$ cat config.mk
export PLATFORM = sky130hd
export DESIGN_NAME = rfile_p
export DESIGN_NICKNAME = d
export VERILOG_FILES = /design/src/rtl/rfile_pkg.sv /design/src/rtl/rfile_clr_seq.sv /design/src/rtl/rfile_p.sv
export SDC_FILE = /design/constraint.sdc
export NUM_CORES = 1
export LEC_CHECK = 0
export BUFFER_PORTS_ARGS = -buffer_cell sky130_fd_sc_hd__buf_4
export CAP_MARGIN = 20
export CORE_UTILIZATION = 53
export DETAILED_ROUTE_END_ITERATION = 8
export PLACE_DENSITY = 0.7
export SYNTH_ARGS = -nofsm -noshare
export SYNTH_HDL_FRONTEND = slang
export SYNTH_HIERARCHICAL = 1
export SYNTH_SLANG_ARGS = --single-unit
$ cat constraint.sdc
create_clock -name clk -period 4.5 [get_ports clk]
set_input_delay 0.225 -clock clk [delete_from_list [all_inputs] [get_ports clk]]
set_output_delay 0.225 -clock clk [all_outputs]
set_load 0.005 [all_outputs]
$ cat src/rtl/rfile_pkg.sv
// Shared constants and clear-sequencer state encoding for the rfile_p register file.
package rfile_pkg;

  localparam int BW_DEF   = 8;
  localparam int NREG_DEF = 9;
  localparam int AW_DEF   = 4;

  typedef enum logic {
    ST_IDLE  = 1'b0,
    ST_CLEAR = 1'b1
  } clr_state_e;

endpackage

$ cat src/rtl/rfile_clr_seq.sv
// Clear sequencer: walks cnt over 0..NREG-1, one register per cycle, holding busy meanwhile.
// Starts the cycle after clr in IDLE; clr while clearing is ignored; rst aborts.
module rfile_clr_seq
  import rfile_pkg::*;
#(
  parameter int NREG = NREG_DEF,
  parameter int AW   = AW_DEF
) (
  input  logic          clk,
  input  logic          rst,
  input  logic          clr_i,
  output logic          clr_en_o,
  output logic [AW-1:0] clr_addr_o,
  output logic          busy_o
);

  clr_state_e    state_q;
  logic [AW-1:0] cnt_q;
  logic          busy_q;

  always_ff @(posedge clk) begin
    if (rst) begin
      state_q <= ST_IDLE;
      cnt_q   <= '0;
      busy_q  <= 1'b0;
    end else begin
      case (state_q)
        ST_IDLE: begin
          if (clr_i) begin
            state_q <= ST_CLEAR;
            cnt_q   <= '0;
            busy_q  <= 1'b1;
          end
        end
        ST_CLEAR: begin
          if (cnt_q == AW'(NREG - 1)) begin
            state_q <= ST_IDLE;
            cnt_q   <= '0;
            busy_q  <= 1'b0;
          end else begin
            cnt_q <= cnt_q + AW'(1);
          end
        end
        default: begin
          state_q <= ST_IDLE;
          cnt_q   <= '0;
          busy_q  <= 1'b0;
        end
      endcase
    end
  end

  // busy_q is high exactly while in CLEAR, so it doubles as the clear strobe
  assign clr_en_o   = busy_q;
  assign clr_addr_o = cnt_q;
  assign busy_o     = busy_q;

endmodule

$ cat src/rtl/rfile_p.sv
// Register file, 1 write / 2 registered read ports (latency 1), r0/r1 taps, sequenced clear.
// Define RFILE_P_BYPASS_EN for write-first forwarding of a same-cycle accepted write to the read ports.
module rfile_p
  import rfile_pkg::*;
#(
  parameter int BW   = BW_DEF,
  parameter int NREG = NREG_DEF,
  parameter int AW   = AW_DEF
) (
  input  logic          clk,
  input  logic          rst,
  input  logic [BW-1:0] din,
  input  logic          rw,
  input  logic [AW-1:0] da,
  input  logic [AW-1:0] aa,
  input  logic [AW-1:0] ba,
  input  logic          clr,
  output logic [BW-1:0] adata,
  output logic [BW-1:0] bdata,
  output logic [BW-1:0] r0,
  output logic [BW-1:0] r1,
  output logic          busy
);

  logic [BW-1:0] regs_q [NREG];
  logic [BW-1:0] adata_q, bdata_q;
  logic [BW-1:0] adata_d, bdata_d;
  logic [BW-1:0] rd_a, rd_b;
  logic          clr_en;
  logic [AW-1:0] clr_addr;
  logic          busy_w;
  logic          wr_en;

  rfile_clr_seq #(
    .NREG (NREG),
    .AW   (AW)
  ) u_clr_seq (
    .clk        (clk),
    .rst        (rst),
    .clr_i      (clr),
    .clr_en_o   (clr_en),
    .clr_addr_o (clr_addr),
    .busy_o     (busy_w)
  );

  // clr wins over rw in the same cycle; nothing is written while clearing
  assign wr_en = rw && !busy_w && !clr && ({1'b0, da} < (AW+1)'(NREG));

  // Addresses >= NREG match no entry and read back as zero
  always_comb begin
    rd_a = '0;
    rd_b = '0;
    for (int i = 0; i < NREG; i++) begin
      if (aa == AW'(i)) rd_a = regs_q[i];
      if (ba == AW'(i)) rd_b = regs_q[i];
    end
  end

`ifdef RFILE_P_BYPASS_EN
  assign adata_d = (wr_en && (da == aa)) ? din : rd_a;
  assign bdata_d = (wr_en && (da == ba)) ? din : rd_b;
`else
  assign adata_d = rd_a;
  assign bdata_d = rd_b;
`endif

  always_ff @(posedge clk) begin
    if (rst) begin
      for (int i = 0; i < NREG; i++) regs_q[i] <= '0;
      adata_q <= '0;
      bdata_q <= '0;
    end else begin
      for (int i = 0; i < NREG; i++) begin
        if (clr_en && (clr_addr == AW'(i))) regs_q[i] <= '0;
        else if (wr_en && (da == AW'(i))) regs_q[i] <= din;
      end
      adata_q <= adata_d;
      bdata_q <= bdata_d;
    end
  end

  assign adata = adata_q;
  assign bdata = bdata_q;
  assign r0    = regs_q[0];
  assign r1    = regs_q[1];
  assign busy  = busy_w;

endmodule

==> summary.txt <==
Max FO, Critical Path: 9
slew at the pin closest to its max-slew limit: 661 ps
Max Transition Viols Final: 0
Required @ worst endpoint: 4540 ps
fin crit share: 46.7%
crit path launch type: register
placed inst area: 5690 um2
Ant. Diodes: 0
core area: 9730 um2
CP Cell Sequence: nor4b_2 -> nand2_1 -> nor4_4 -> or3_1
Worst-path clk slew: 80 ps
post-DR wirelength/cell: 21.2 um
Worst setup EP type: register
H-tree depth: 3
final-report hold violation count: 0
status: completed
CTS max path bufs: 2
mean post-synth cell area: 11.0 um2
Starting DRT DRC Count: 344
Mapped Area: 5270 um2
CTS Hold Bufs: 0
critical path buffer and inverter count: 0
Slew HR: 55.9%
drc violations: 0
fin worst setup slack: 2400 ps
GRT Util Overall: 28.6%
grt ovf: 0
Pleak: 0.00214 uW
cts repair resizes: 0
post-route setup TNS: 0 ps
ys async rst share: 0%
Syn. warnings: 6
Post-DP HPWL: 10200 um
Top delay family on crit path: simple AND/OR/NAND/NOR gates
Total Routed Length: 13800 um
Die H: 102 um
Post-DRT Antenna Nets: 0
Primary FF master, synth: edfxtp_1
Yosys reg bits: 94
largest net degree at the start of global routing: 45
DR pass1 iterations: 7
CTS buffer count: 9
Seq/Total Area, Yosys: 49.4%
synth-to-layout area growth: 11.7%
Cell Pwr Density: 304 nW/um2
f_max: 0.476 GHz
# IOs: 57
Setup Viol. Count Final: 0
site row count: 36
layout cells sized above 1: 20.4%
Synth Instances: 480
die width: 102 um
CP Data Arrival Time: 2140 ps
fin area: 5890 um2
DR vias: 3969
CTS tree: built
clk_skew: 15.7 ps
Max VDD drop: 0.000237 V
Post-synth EDFFs: 72
Hold WC Path Type: in2reg
Layout Nets: 541
minimum period implied by the final worst setup slack: 2100 ps
max_cap viols: 0
unrepaired setup endpoints after global routing: false
I/O Buffers: 56
# Post-CTS Setup Buffers: 0
RD Place Congestion: 0.936
post-synth cell types: 63
first-pass GRT wire length: 21300 um
Vias/cell: 6.08
root buffer cell: clkbuf_8
# clock sinks: 94
Post-Syn Nets: 506
initial antenna violation count: 0
Clk Latency, worst-skew pair: 370 ps
vias in the first global route: 3666
die area: 10400 um2
initial core utilization: 54.2%
post-place setup slack: 2370 ps
CP peak stage delay: 450 ps
slowest stage cell, crit path: nor4_4
type of the worst setup path: reg2reg
-- tightest hold or removal path: stages --
cell and delay (ps):
buf_4 130, nand2b_1 70, a21oi_1 60
-- power breakdown --
group	total [uW]	internal, uW	leakage (uW)	switching, uW
clock	565	272	0.0000955	293
sequential	1010	971	0.000925	36.1
combinational	217	91.2	0.00112	126
total	1790	1330	0.00214	455
-- layer usage --
| layer | wire [um] | global-route usage, % | part of all wire [%] | vias up |
|---|---|---|---|---|
| met5 | 0 | 0 | 0 | - |
| met4 | 493 | 13.0 | 3.6 | 0 |
| met3 | 1050 | 4.07 | 7.5 | 27 |
| met2 | 6160 | 42.2 | 44 | 182 |
| met1 | 6150 | 41.9 | 44 | 1912 |
| li1 | - | - | - | 1848 |
-- final timing paths --
kind / startpoint / to / slack, ps / cells after the start
setup / recovery: u_clr_seq/busy_o / regs_q[0][3] / 2400 / 4
hold / removal: clr / u_clr_seq/busy_o / 160 / 3
setup reg to reg: u_clr_seq/busy_o / regs_q[0][3] / 2400 / 4
hold reg to reg: u_clr_seq/clr_addr_o[3] / u_clr_seq/clr_addr_o[3] / 570 / 2
-- per-stage QoR --
step	util (%)	std cells	hold slack, ps	power, uW
final	60.5	653	165	1790
after global routing	60.5	653	178	1850
after CTS	60.5	653	155	1790
after detailed placement	58.5	637	544	1240
after global placement	58.5	637	535	1240
after floorplan	-	480	294	1140
-- flip-flops by register name, indices dropped and copies added (netlist names) --
name                  count
regs_q                   72
adata                     8
bdata                     8
u_clr_seq/clr_addr_o      4
u_clr_seq/busy_o          1
u_clr_seq/state_q         1
-- layout by cell type, fill, tap and decap left out, types with 6 or more instances in the layout --
master,instances
or3b_1,7
o21ai_0,23
or3_1,9
mux2_2,9
a21oi_1,24
nor2_1,28
o2bb2ai_1,10
nand2_1,11
nor3b_1,9
nand3_1,9
inv_1,10
nand3b_1,9
buf_4,56
edfxtp_1,72
a211oi_1,7
nor2b_1,6
nand2b_1,14
dfxtp_1,22
mux2i_1,17
and2_1,72
clkbuf_8,10
-- Yosys cell counts (all sizes together) (10+ instances only) --
library cell / n / area [um2]
a211oi: 12 / 115
a21oi: 25 / 129
and2: 72 / 450
buf: 24 / 140
dfxtp: 22 / 440
edfxtp: 72 / 2160
inv: 10 / 37.5
mux2i: 17 / 170
nand2: 11 / 41.3
nand2b: 14 / 87.6
nor2: 29 / 111
nor3: 12 / 108
nor3b: 11 / 92.6
o21ai: 25 / 129
o2bb2ai: 10 / 87.6
-- kinds of logic after synthesis --
logic type                 after synthesis  share of synthesized area [%]
and+or+nand+nor                        208                           26.1
AOI/OAI and AO/OA                      105                           13.7
DFF                                     94                           49.4
buffers and inverters                   42                           3.94
muxes                                   29                           6.43
adders and majority gates                2                          0.475
-- cell type report --
type	count	area, um2
fillers	838	3840
multi-input cells	344	2460
well taps	133	166
repair buffers	56	420
clock buffers	11	141
flip-flops and latches	94	2600
inverters	10	37.5
clock inverters	5	58.8
Power figures use the tool's default switching activity.
